File: config.mk
export PLATFORM = sky130hd
export DESIGN_NAME = fractal_sync_pair_ctrl
export DESIGN_NICKNAME = d
export VERILOG_FILES = /design/src/rtl/fractal_sync_pair_ctrl.sv
export SDC_FILE = /design/constraint.sdc
export NUM_CORES = 1
export LEC_CHECK = 0
export ABC_AREA = 1
export CAP_MARGIN = 0
export CORE_ASPECT_RATIO = 0.6
export CORE_UTILIZATION = 44
export DETAILED_ROUTE_END_ITERATION = 10
export PLACE_DENSITY = 0.79
export SYNTH_ARGS = -nofsm -noshare
export SYNTH_HDL_FRONTEND = slang
export SYNTH_SLANG_ARGS = --single-unit
File: constraint.sdc
create_clock -name clk_i -period 2 [get_ports clk_i]
set_input_delay 0.5 -clock clk_i [delete_from_list [all_inputs] [get_ports clk_i]]
set_output_delay 0.5 -clock clk_i [all_outputs]
set_load 0.03 [all_outputs]
File: src/rtl/fractal_sync_pair_ctrl.sv
`default_nettype none
// ============================================================================
//  Module   : fractal_sync_pair_ctrl
//  Purpose  : Pairs the two child rx FIFO heads of a sync tree node and either
//             forwards a merged request upward or wakes both children.
//  Revision : 1.0
// ============================================================================
module fractal_sync_pair_ctrl #(
    parameter int unsigned LVL_W   = 2,
    parameter int unsigned ID_W    = 2,
    parameter int unsigned TIMEOUT = 256,
    parameter int unsigned CNT_W   = 16
) (
    input  logic                  clk_i,
    input  logic                  rst_ni,
    input  logic [1:0]            empty_i,
    input  logic [1:0][LVL_W-1:0] level_i,
    input  logic [1:0][ID_W-1:0]  id_i,
    input  logic [1:0]            root_i,
    output logic [1:0]            pop_o,
    output logic                  up_valid_o,
    input  logic                  up_ready_i,
    output logic [LVL_W-1:0]      up_level_o,
    output logic [ID_W-1:0]       up_id_o,
    output logic [1:0]            wake_o,
    output logic [LVL_W-1:0]      wake_level_o,
    output logic [ID_W-1:0]       wake_id_o,
    input  logic                  err_clr_i,
    output logic                  err_timeout_o,
    output logic                  err_mismatch_o,
    output logic [CNT_W-1:0]      sync_cnt_o
);

    localparam int unsigned c_wait_w = (TIMEOUT == 0) ? 1 :
                                       (($clog2(TIMEOUT + 1) < 1) ? 1 : $clog2(TIMEOUT + 1));
    localparam logic [c_wait_w-1:0] c_timeout_last =
        (TIMEOUT == 0) ? '0 : c_wait_w'(TIMEOUT - 1);
    localparam logic [CNT_W-1:0] c_cnt_max = '1;

    typedef enum logic [1:0] {
        ST_IDLE = 2'd0,
        ST_WAIT = 2'd1,
        ST_FWD  = 2'd2,
        ST_WAKE = 2'd3
    } state_t;

    state_t              r_state;
    state_t              w_state_nxt;
    logic [c_wait_w-1:0] r_wait_cnt;
    logic [LVL_W-1:0]    r_level;
    logic [ID_W-1:0]     r_id;
    logic                r_err_timeout;
    logic                r_err_mismatch;
    logic [CNT_W-1:0]    r_sync_cnt;

    logic w_both;
    logic w_one;
    logic w_match;
    logic w_root;
    logic w_timeout_hit;
    logic w_capture;
    logic w_cnt_clr;
    logic w_set_timeout;
    logic w_set_mismatch;
    logic w_sync_inc;

    assign w_both        = (empty_i == 2'b00);
    assign w_one         = ^empty_i;
    assign w_match       = (level_i[0] == level_i[1]) && (id_i[0] == id_i[1]);
    assign w_root        = |root_i;
    assign w_timeout_hit = (TIMEOUT != 0) && (r_wait_cnt == c_timeout_last);

    // Combinational strobes are held off while reset is asserted so an
    // interrupted handshake never pops a FIFO.
    always_comb begin
        w_state_nxt    = r_state;
        pop_o          = 2'b00;
        wake_o         = 2'b00;
        up_valid_o     = 1'b0;
        w_capture      = 1'b0;
        w_cnt_clr      = 1'b0;
        w_set_timeout  = 1'b0;
        w_set_mismatch = 1'b0;
        w_sync_inc     = 1'b0;
        if (rst_ni) begin
            case (r_state)
                ST_IDLE, ST_WAIT: begin
                    if (w_both) begin
                        if (w_match) begin
                            w_capture   = 1'b1;
                            w_state_nxt = w_root ? ST_WAKE : ST_FWD;
                        end else begin
                            pop_o          = 2'b11;
                            w_set_mismatch = 1'b1;
                            w_state_nxt    = ST_IDLE;
                        end
                    end else if (r_state == ST_IDLE) begin
                        if (w_one) begin
                            w_state_nxt = ST_WAIT;
                            w_cnt_clr   = 1'b1;
                        end
                    end else if (!w_one) begin
                        w_state_nxt = ST_IDLE;
                    end else if (w_timeout_hit) begin
                        pop_o         = ~empty_i;
                        w_set_timeout = 1'b1;
                        w_state_nxt   = ST_IDLE;
                    end
                end
                ST_FWD: begin
                    up_valid_o = 1'b1;
                    if (up_ready_i) begin
                        pop_o       = 2'b11;
                        w_sync_inc  = 1'b1;
                        w_state_nxt = ST_IDLE;
                    end
                end
                ST_WAKE: begin
                    wake_o      = 2'b11;
                    pop_o       = 2'b11;
                    w_sync_inc  = 1'b1;
                    w_state_nxt = ST_IDLE;
                end
                default: begin
                    w_state_nxt = ST_IDLE;
                end
            endcase
        end
    end

    always_ff @(posedge clk_i) begin
        if (!rst_ni) begin
            r_state        <= ST_IDLE;
            r_wait_cnt     <= '0;
            r_level        <= '0;
            r_id           <= '0;
            r_err_timeout  <= 1'b0;
            r_err_mismatch <= 1'b0;
            r_sync_cnt     <= '0;
        end else begin
            r_state <= w_state_nxt;
            if (w_cnt_clr) begin
                r_wait_cnt <= '0;
            end else if (r_state == ST_WAIT) begin
                r_wait_cnt <= r_wait_cnt + 1'b1;
            end
            if (w_capture) begin
                r_level <= level_i[0];
                r_id    <= id_i[0];
            end
            // A new error event in the clear cycle must not be lost.
            r_err_timeout  <= w_set_timeout  | (r_err_timeout  & ~err_clr_i);
            r_err_mismatch <= w_set_mismatch | (r_err_mismatch & ~err_clr_i);
            if (w_sync_inc && (r_sync_cnt != c_cnt_max)) begin
                r_sync_cnt <= r_sync_cnt + 1'b1;
            end
        end
    end

    assign up_level_o     = r_level;
    assign up_id_o        = r_id;
    assign wake_level_o   = r_level;
    assign wake_id_o      = r_id;
    assign err_timeout_o  = r_err_timeout;
    assign err_mismatch_o = r_err_mismatch;
    assign sync_cnt_o     = r_sync_cnt;

endmodule
`default_nettype wire

### Yosys cells after proc, flatten, opt, wreduce, memory -nomap -nowiden

Cells that the tools add are included.

| word-level totals | value |
|---|---|
| flip-flop bits (word level) | 33 |
| bits in latches | 0 |
| RAM bits | 0 |
| ROM bits | 0 |
| input port bits | 16 |
| output and inout port bits | 31 |
| logic and storage cells | 78 |
| memories kept | 0 |

| operators by class | value |
|---|---|
| add/sub/neg operators | 2 |
| $mul | 0 |
| divide/modulo/power cells | 0 |
| order comparisons | 0 |
| equal/unequal tests | 10 |
| shift operators | 0 |
| multiplexer cells | 43 |
| bitwise gates (word level) | 7 |
| reductions and logical operators | 9 |

Operators with widths:

| operator | number |
|---|---|
| two-way mux 2 bit | 16 |
| two-way mux 1 bit | 24 |
| adder 16 x 1 -> 16 bit (second input constant) | 1 |
| != test 16 bit (second input constant) | 1 |
| case mux 2 bit (3 select lines) | 2 |
| adder 9 x 1 -> 9 bit (second input constant) | 1 |
| equality test 9 x 8 -> 1 bit (second input constant) | 1 |
| OR reduction 2 bit | 3 |
| != test 5 bit (second input constant) | 1 |
| equality test 2 bit | 2 |
| equality test 2 bit (second input constant) | 2 |
| zero test 2 bit | 2 |
| != test 4 bit (second input constant) | 1 |
| AND reduction 3 bit | 1 |
| bitwise AND 1 bit | 2 |
| equality test 2 x 1 -> 1 bit (second input constant) | 1 |
| logical AND 1 bit | 2 |
| != test 2 bit (second input constant) | 1 |
| NOT 1 bit | 2 |
| NOT 2 bit | 1 |
| bitwise OR 1 bit | 2 |
| case mux 1 bit (2 select lines) | 1 |
| XOR reduction 2 bit | 1 |

### Longest topological paths before layout

Gate-level depths: netlist of the first run.

| depth | value |
|---|---|
| word-level depth | 8 |
| mapped depth | 11 |
| gate-level depth less buffers | 11 |

### Least setup slack after synthesis of the first run

No wires, ideal clock.

| path | value |
|---|---|
| path type | flip-flop to output port |
| start | reg r_wait_cnt[0] |
| end | out pop_o[0] |
| arrival time | 1.865 ns |
| required time | 1.500 ns |
| slack | -0.365 ns |
| stages on the path, launching flop included | 9 |
| path buffers | 0 |
| path through | dfxtp_1 ha_1 nand3_1 nor3_1 ha_1 inv_1 nor4_1 a21oi_1 a21oi_1 |

| between the ends | value |
|---|---|
| word-level cells in the longest chain between the ends | 7 |

RTL lines:

| item | line | text |
|---|---|---|
| from (decl) | 49 | `logic [c_wait_w-1:0] r_wait_cnt;` |
| from (signal assigned) | 145 | `r_wait_cnt <= r_wait_cnt + 1'b1;` |
| equality test 9 x 8 -> 1 bit | 71 | `assign w_timeout_hit = (TIMEOUT != 0) && (r_wait_cnt == c_timeout_last);` |
| two-way mux 2 bit | 104 | `end else if (w_timeout_hit) begin` |
| two-way mux 2 bit | 102 | `end else if (!w_one) begin` |
| two-way mux 2 bit | 97 | `end else if (r_state == ST_IDLE) begin` |
| two-way mux 2 bit | 88 | `if (w_both) begin` |
| case mux 2 bit (3 select lines) | 86 | `case (r_state)` |
| two-way mux 2 bit | 85 | `if (rst_ni) begin` |
| to (decl) | 20 | `output logic [1:0] pop_o,` |

Every way passes these cells.

### Final worst setup path of the first run

| path | value |
|---|---|
| start | reg r_wait_cnt[3] |
| end | out pop_o[1] |

Same word-level chain as after synthesis.

==> impl_results.md, run 1 <==
- Status: finished with violations
- Failing checks: negative setup slack
- Syn nets: 300
- Rows: 18
- Root Buffer: clkbuf_8
- Commonest cells after routing, fill and taps aside: nand2_1, clkdlybuf4s50_1, dfxtp_1, buf_4, nor2_1
- Die width: 87.4 um
- First drt pass iteration count: 4
- Largest stage delay, worst path: 340 ps
- Multi-input gate area: 1170 sq um
- Fin crit share: 1.23
- Hpwl dp: 3820 um
- Yosys warning count: 0
- # nets final: 369
- H-tree depth: 2
- Switching part of the total: 0.257
- Worst setup EP type: output pin
- DRC: 0
- Grt total ovfl: 0
- Critical Path Fanout Max: 3
- Crit path launch type: flip-flop
- Port Buf Inserts: 46
- Final-report setup violation count: 2
- Logic pwr share: 0.125
- Die height: 53.2 um
- Pleak: 1.07 nW
- Synth cell types: 31
- Fin worst setup slack: -453 ps
- Final hold vios: 0
- Crit-path leading delay family: simple AND/OR/NAND/NOR gates
- Max clock buf depth: 2
- Initial antenna violation count: 0
- Final TNS setup: -887 ps
- Worst R2R Start: sync_cnt_o[1]$_SDFFE_PN0P_
- Slew Limit Fails: 0
- Crit path launch: r_wait_cnt[3]$_SDFFE_PP0N_
- Met1 Usage GRT: 0.331
- Via density: 4.81
- Bufs and invs on worst path: 2
- Synth Register Bits: 33
- Crit path kind: reg -> out
- First DRT Iteration DRCs: 152
- Worst-path cell chain: nand2_2 > nor2_4 > nand3_4 > nor3_4 > ha_2 > inv_2 > nor4_4 > a21oi_2 > a21oi_2 > buf_6
- Final wirelength: 5100 um
- Global-route wire length before repair: 8520 um
- Core box area: 4140 sq um
- Die area: 4650 sq um
- Num CTS Buffers: 5
- Clk pwr share: 0.400
- Clk_lat worst skew: 290 ps
- Initial Utilization: 0.464
- Post-synthesis sequential area ratio: 0.343
- P_int: 1.05 mW
- Clock-pin slew on the worst setup and hold paths: 70 ps
- Vias in the first global route: 1883
- Most Crowded Layer GR: met2
- Worst-Margin Slew: 532 ps
- Met3 usage: 0.0577
- Total GRT Usage: 0.248
- Reg2Reg Setup Slack: 170 ps
- CTS tree: yes
- Critical Path AT: 1950 ps
- VDD IR-drop max: 320 uV
- Layout cells sized above 1: 0.244
- Min-delay src: r_wait_cnt[8]$_SDFFE_PP0N_
- Max-slew headroom: 0.643
- Largest net degree at the start of global routing: 18
- Synthesized instance count: 279
- Filler cells: 367
- Ant diodes: 0
- Mean Syn Cell Area: 6.90 sq um
- Req. time, crit path: 1500 ps
- GP Congestion: 0.887
- Area grow syn2layout: 44.3%
- Max-Cap Viols: 0
- Reg power frac: 0.475
- HP Class: reg -> reg
- Total power: 1.42 mW
- GR Util met2: 0.392
- Cell repeated most along the worst path: a21oi_2
- Unrepaired setup endpoints after global routing: yes
- Avg WL per Cell: 12.5 um
- Via count: 1967
- Ports: 47
- Seq. cell area: 666 sq um
- NetSw: 0.364 mW
- Max Clock Skew: 5.66 ps
- TritonCTS Sinks: 33
- Fmax: 408 MHz
- Slowest CP cell: dfxtp_2
- Pwr/cell area: 511 nW/um^2
- Fin crit period: 2450 ps
- Number of nets with antenna violations after routing: 0
- Syn Std Cell Area: 1920 sq um
- Commonest non-fill, non-tap cell in the layout: nand2_1
## stage by stage
stage	hold WS [ps]	area (sq um)	cells	setup slack [ps]	util
finish	463	2780	409	-453	0.670
global route	503	2780	409	-584	0.670
CTS	469	2760	409	-470	0.666
detailed placement	459	2610	398	-683	0.629
global placement	451	2610	398	-556	0.629
floorplan	441	1990	279	-78.5	-
## worst reg2reg max path, delay by kind of cell, from the launching register on
family	cells	cell delay, ps
flops	1	450
simple gates	5	650
compound gates	1	140
fa+ha+maj	1	300
buf+inv	1	230
## metal layers
layer / part of all wire / routed length [um] / vias up
met5: 0 / 0 / -
li1: - / - / 1019
met3: 0.073 / 371 / 11
met1: 0.47 / 2420 / 869
met4: 0.020 / 103 / 0
met2: 0.43 / 2210 / 68
## what timing repair did
| item | in CTS | in global routing |
|---|---|---|
| hold buffers | 0 | 0 |
| setup buffers | 3 | 0 |
| gates resized for setup | 12 | 6 |
| endpoints found under the setup margin | 2 | 6 |
| pin swaps | 6 | 1 |
## flip-flops by register name, summed over array words and instances (netlist names)
name	flops
sync_cnt_o	16
r_wait_cnt	9
r_state	2
up_id_o	2
up_level_o	2
err_mismatch_o	1
err_timeout_o	1
## final timing paths
kind         cells after the start                     endpoint
max reg2reg                      8  sync_cnt_o[12]$_SDFFE_PN0P_
max                             10                     pop_o[1]
min reg2reg                      2   r_wait_cnt[8]$_SDFFE_PP0N_
min                              2   r_wait_cnt[8]$_SDFFE_PP0N_
## kinds of logic (layout without fill, tap and decap cells)
family,Yosys count,after routing,share of synthesized area
and+or+nand+nor,149,149,0.337
adders and majority gates,5,5,0.0325
xor gates and xnor gates,16,16,0.0728
buffers and inverters,40,110,0.0995
AOI/OAI and AO/OA,36,36,0.115
DFF,33,33,0.343
## power by group through the flow
stage / combinational, mW / clock [mW] / sequential (mW)
after detailed placement: 0.173 / 0 / 0.689
after floorplan: 0.0893 / 0 / 0.693
after global routing: 0.194 / 0.613 / 0.675
after CTS: 0.175 / 0.578 / 0.674
after global placement: 0.168 / 0 / 0.689
final: 0.177 / 0.568 / 0.674
## Yosys cell counts
library cell	instances	area, sq um
dfxtp_1	33	661
o31ai_1	1	7.51
buf_4	6	45.0
xor2_1	11	96.3
or2_2	3	18.8
nand3_2	2	20.0
o21ai_1	1	5.00
nor3_4	1	16.3
nand3_1	14	70.1
nand2_2	3	18.8
nand2_4	1	11.3
ha_1	5	62.6
nor3b_1	1	7.51
clkinv_1	1	3.75
clkbuf_1	2	7.51
nor3_1	6	30.0
a21oi_2	9	78.8
nand2_1	81	304
a21oi_1	18	90.1
inv_1	28	105
nor2_2	1	6.26
buf_8	1	15.0
and2_1	1	6.26
xnor2_1	5	43.8
nor2_1	32	120
a32o_1	1	10.0
buf_6	1	11.3
o21ai_0	6	30.0
nand4_1	2	12.5
nor4_1	1	6.26
inv_2	1	3.75
## cell type report
| type | instances | share of cell area |
|---|---|---|
| Multi-Input combinational cell | 206 | 0.423 |
| Sequential cell | 33 | 0.240 |
| Timing Repair Buffer | 72 | 0.233 |
| Inverter | 30 | 0.0406 |
| Clock buffer | 7 | 0.0347 |
| Tap cell | 60 | 0.0270 |
| Clock inverter | 1 | 0.00180 |
Power figures use the tool's default switching activity.
==> run 2: changes to the inputs <==
--- a/config.mk
+++ b/config.mk
@@ -10,7 +10,7 @@
 export CORE_ASPECT_RATIO = 0.6
 export CORE_UTILIZATION = 44
 export DETAILED_ROUTE_END_ITERATION = 10
-export PLACE_DENSITY = 0.79
+export PLACE_DENSITY_LB_ADDON = 0.05
 export SYNTH_ARGS = -nofsm -noshare
 export SYNTH_HDL_FRONTEND = slang
 export SYNTH_SLANG_ARGS = --single-unit
==> impl_results.md, run 2 (synthesis results as in run 1) <==
- Root Buffer: clkbuf_8
- Pre-CTS setup slack: -626 ps (+57.6 ps)
- Ant diodes: 0 (unchanged)
- Via count: 1895 (-3.7%)
- H-tree depth: 2 (unchanged)
- Fmax: 404 MHz (-0.96%)
- Fin crit period: 2480 ps (+23.9 ps)
- Worst setup EP type: output pin
- Global-route wire length before repair: 7700 um (-9.6%)
- Final TNS setup: -952 ps (-65.4 ps)
- Worst reg2reg endpoint: sync_cnt_o[14]$_SDFFE_PN0P_
- Max reg flops: 16 (unchanged)
- Critical Path AT: 1980 ps (+30 ps)
- Number of nets with antenna violations after routing: 0 (unchanged)
- Seq. cell area: 666 sq um (unchanged)
- Clk_lat worst skew: 290 ps (about the same)
- Hpwl dp: 3620 um (-5.1%)
- Rows: 18 (unchanged)
- Commonest non-fill, non-tap cell in the layout: nand2_1
- Crit path launch type: flip-flop
- Crit path kind: reg -> out
- Critical Path Fanout Max: 3 (unchanged)
- Worst R2R Start: sync_cnt_o[1]$_SDFFE_PN0P_
- # nets final: 368 (-0.27%)
- Reg2Reg Setup Slack: 330 ps (+160 ps)
- TritonCTS Sinks: 33 (unchanged)
- Die height: 53.2 um (unchanged)
- Die width: 87.4 um (unchanged)
- HP Class: reg -> reg
- Num CTS Buffers: 5 (unchanged)
- Pwr/cell area: 505 nW/um^2 (-1.2%)
- Slew Limit Fails: 0 (unchanged)
- Commonest cells after routing, fill and taps aside: nand2_1, clkdlybuf4s50_1, nor2_1
- Initial Utilization: 0.464 (unchanged)
- Grt total ovfl: 0 (unchanged)
- Final-report setup violation count: 4 (+2)
- Filler cells: 395 (+7.6%)
- Max-Cap Viols: 0 (unchanged)
- Ports: 47 (unchanged)
- CTS tree: yes
- Port Buf Inserts: 46 (unchanged)
- Hold Path Depth: 2 (unchanged)
- Final hold vios: 0 (unchanged)
- Final instance area: 2740 sq um (-1.3%)
- Area grow syn2layout: 42.5%
- Max Clock Skew: 3.02 ps (-2.64 ps)
- Final wirelength: 4840 um (-5.0%)
- GP Congestion: 0.857 (-3.4%)
- First DRT Iteration DRCs: 91 (-40%)
- First drt pass iteration count: 4 (unchanged)
- Pleak: 1.06 nW (-1.0%)
- Die area: 4650 sq um (unchanged)
- Layout cells sized above 1: 0.228 (-0.0159)
- Hold EP: r_wait_cnt[8]$_SDFFE_PP0N_
- Clock-pin slew on the worst setup and hold paths: 70 ps (about the same)
- Failing checks: negative setup slack
- Total GRT Usage: 0.229 (-0.0191)
- Worst-Margin Slew: 409 ps (-123 ps)
- DRC: 0 (unchanged)
- Req. time, crit path: 1500 ps (about the same)
- Max-slew headroom: 0.726 (+0.0828)
- Area after DPL: 2610 sq um (+0.29%)
- Vias in the first global route: 1609 (-15%)
- Status: finished with violations
- Via density: 4.66 (-3.2%)
- Fin crit share: 1.24 (+0.0119)
- Fin worst setup slack: -477 ps (-23.9 ps)
- Max clock buf depth: 2 (unchanged)
- Largest net degree at the start of global routing: 18 (unchanged)
- Hold WS: 466 ps (+2.71 ps)
- Core box area: 4140 sq um (unchanged)
- VDD IR-drop max: 280 uV (-13%)
- Initial antenna violation count: 0 (unchanged)
- Unrepaired setup endpoints after global routing: yes
- R2r worst-path depth: 9 (+1)
- Multi-input gate area: 1150 sq um (-1.6%)
- Min-delay src: r_wait_cnt[8]$_SDFFE_PP0N_
- Avg WL per Cell: 11.9 um (-4.5%)
[run 2: worst max-delay path by stage]
stage / cells after the start / slack, ps / startpoint / end
6_report: 9 / -480 / r_wait_cnt[1]$_SDFFE_PP0N_ / pop_o[0]
5_1_grt: 10 / -600 / r_wait_cnt[2]$_SDFFE_PP0N_ / pop_o[0]
4_1_cts: 9 / -470 / r_wait_cnt[1]$_SDFFE_PP0N_ / pop_o[0]
3_5_place_dp: 8 / -630 / empty_i[0] / pop_o[1]
3_3_place_gp: 8 / -580 / empty_i[0] / pop_o[0]
2_1_floorplan: 9 / -80 / r_wait_cnt[3]$_SDFFE_PP0N_ / pop_o[0]
[run 2: cell type report]
type / count / area share
Tap cell: 60 / 0.0274
Multi-Input combinational cell: 206 / 0.421
Sequential cell: 33 / 0.243
Clock buffer: 7 / 0.0315
Timing Repair Buffer: 71 / 0.236
Inverter: 30 / 0.0411
[run 2: report_power, final]
| part | total (mW) | switching (mW) | internal (mW) |
|---|---|---|---|
| Combinational | 0.182 | 0.102 | 0.0800 |
| Clock | 0.528 | 0.255 | 0.273 |
| Sequential | 0.674 | 0.00801 | 0.666 |
| Total | 1.38 | 0.365 | 1.02 |
[run 2: through the flow]
step | util | instances | power, mW
6_report | 0.662 | 407 | 1.38
4_1_cts | 0.660 | 407 | 1.40
5_1_grt | 0.662 | 407 | 1.44
2_1_floorplan | - | 279 | 0.782
3_5_place_dp | 0.631 | 399 | 0.862
3_3_place_gp | 0.631 | 399 | 0.861
[run 2: metal layers]
metal  share of wire  global-route usage  vias to the layer above  routed length [um]
met5               0                   0                        -                   0
met4          0.0064              0.0765                        0                  31
met2            0.37               0.309                       49                1790
met3           0.058              0.0608                        4                 280
met1            0.57               0.342                      834                2740
li1                -                   -                     1008                   -
[run 2: worst max-delay path: stages, from the launching register on]
cell     delay, ps
dfxtp_2        350
ha_4           140
nand3_2         80
nor3_2         140
ha_2           200
inv_2           50
nor4_4         310
a21oi_2        110
a21oi_2        150
buf_6          140
[run 2: what timing repair did]
item | CTS | global route
endpoints found under the setup margin | 4 | 10
setup buffers | 1 | 0
resized for setup | 13 | 2
hold buffers | 0 | 0
pin swaps | 6 | 0
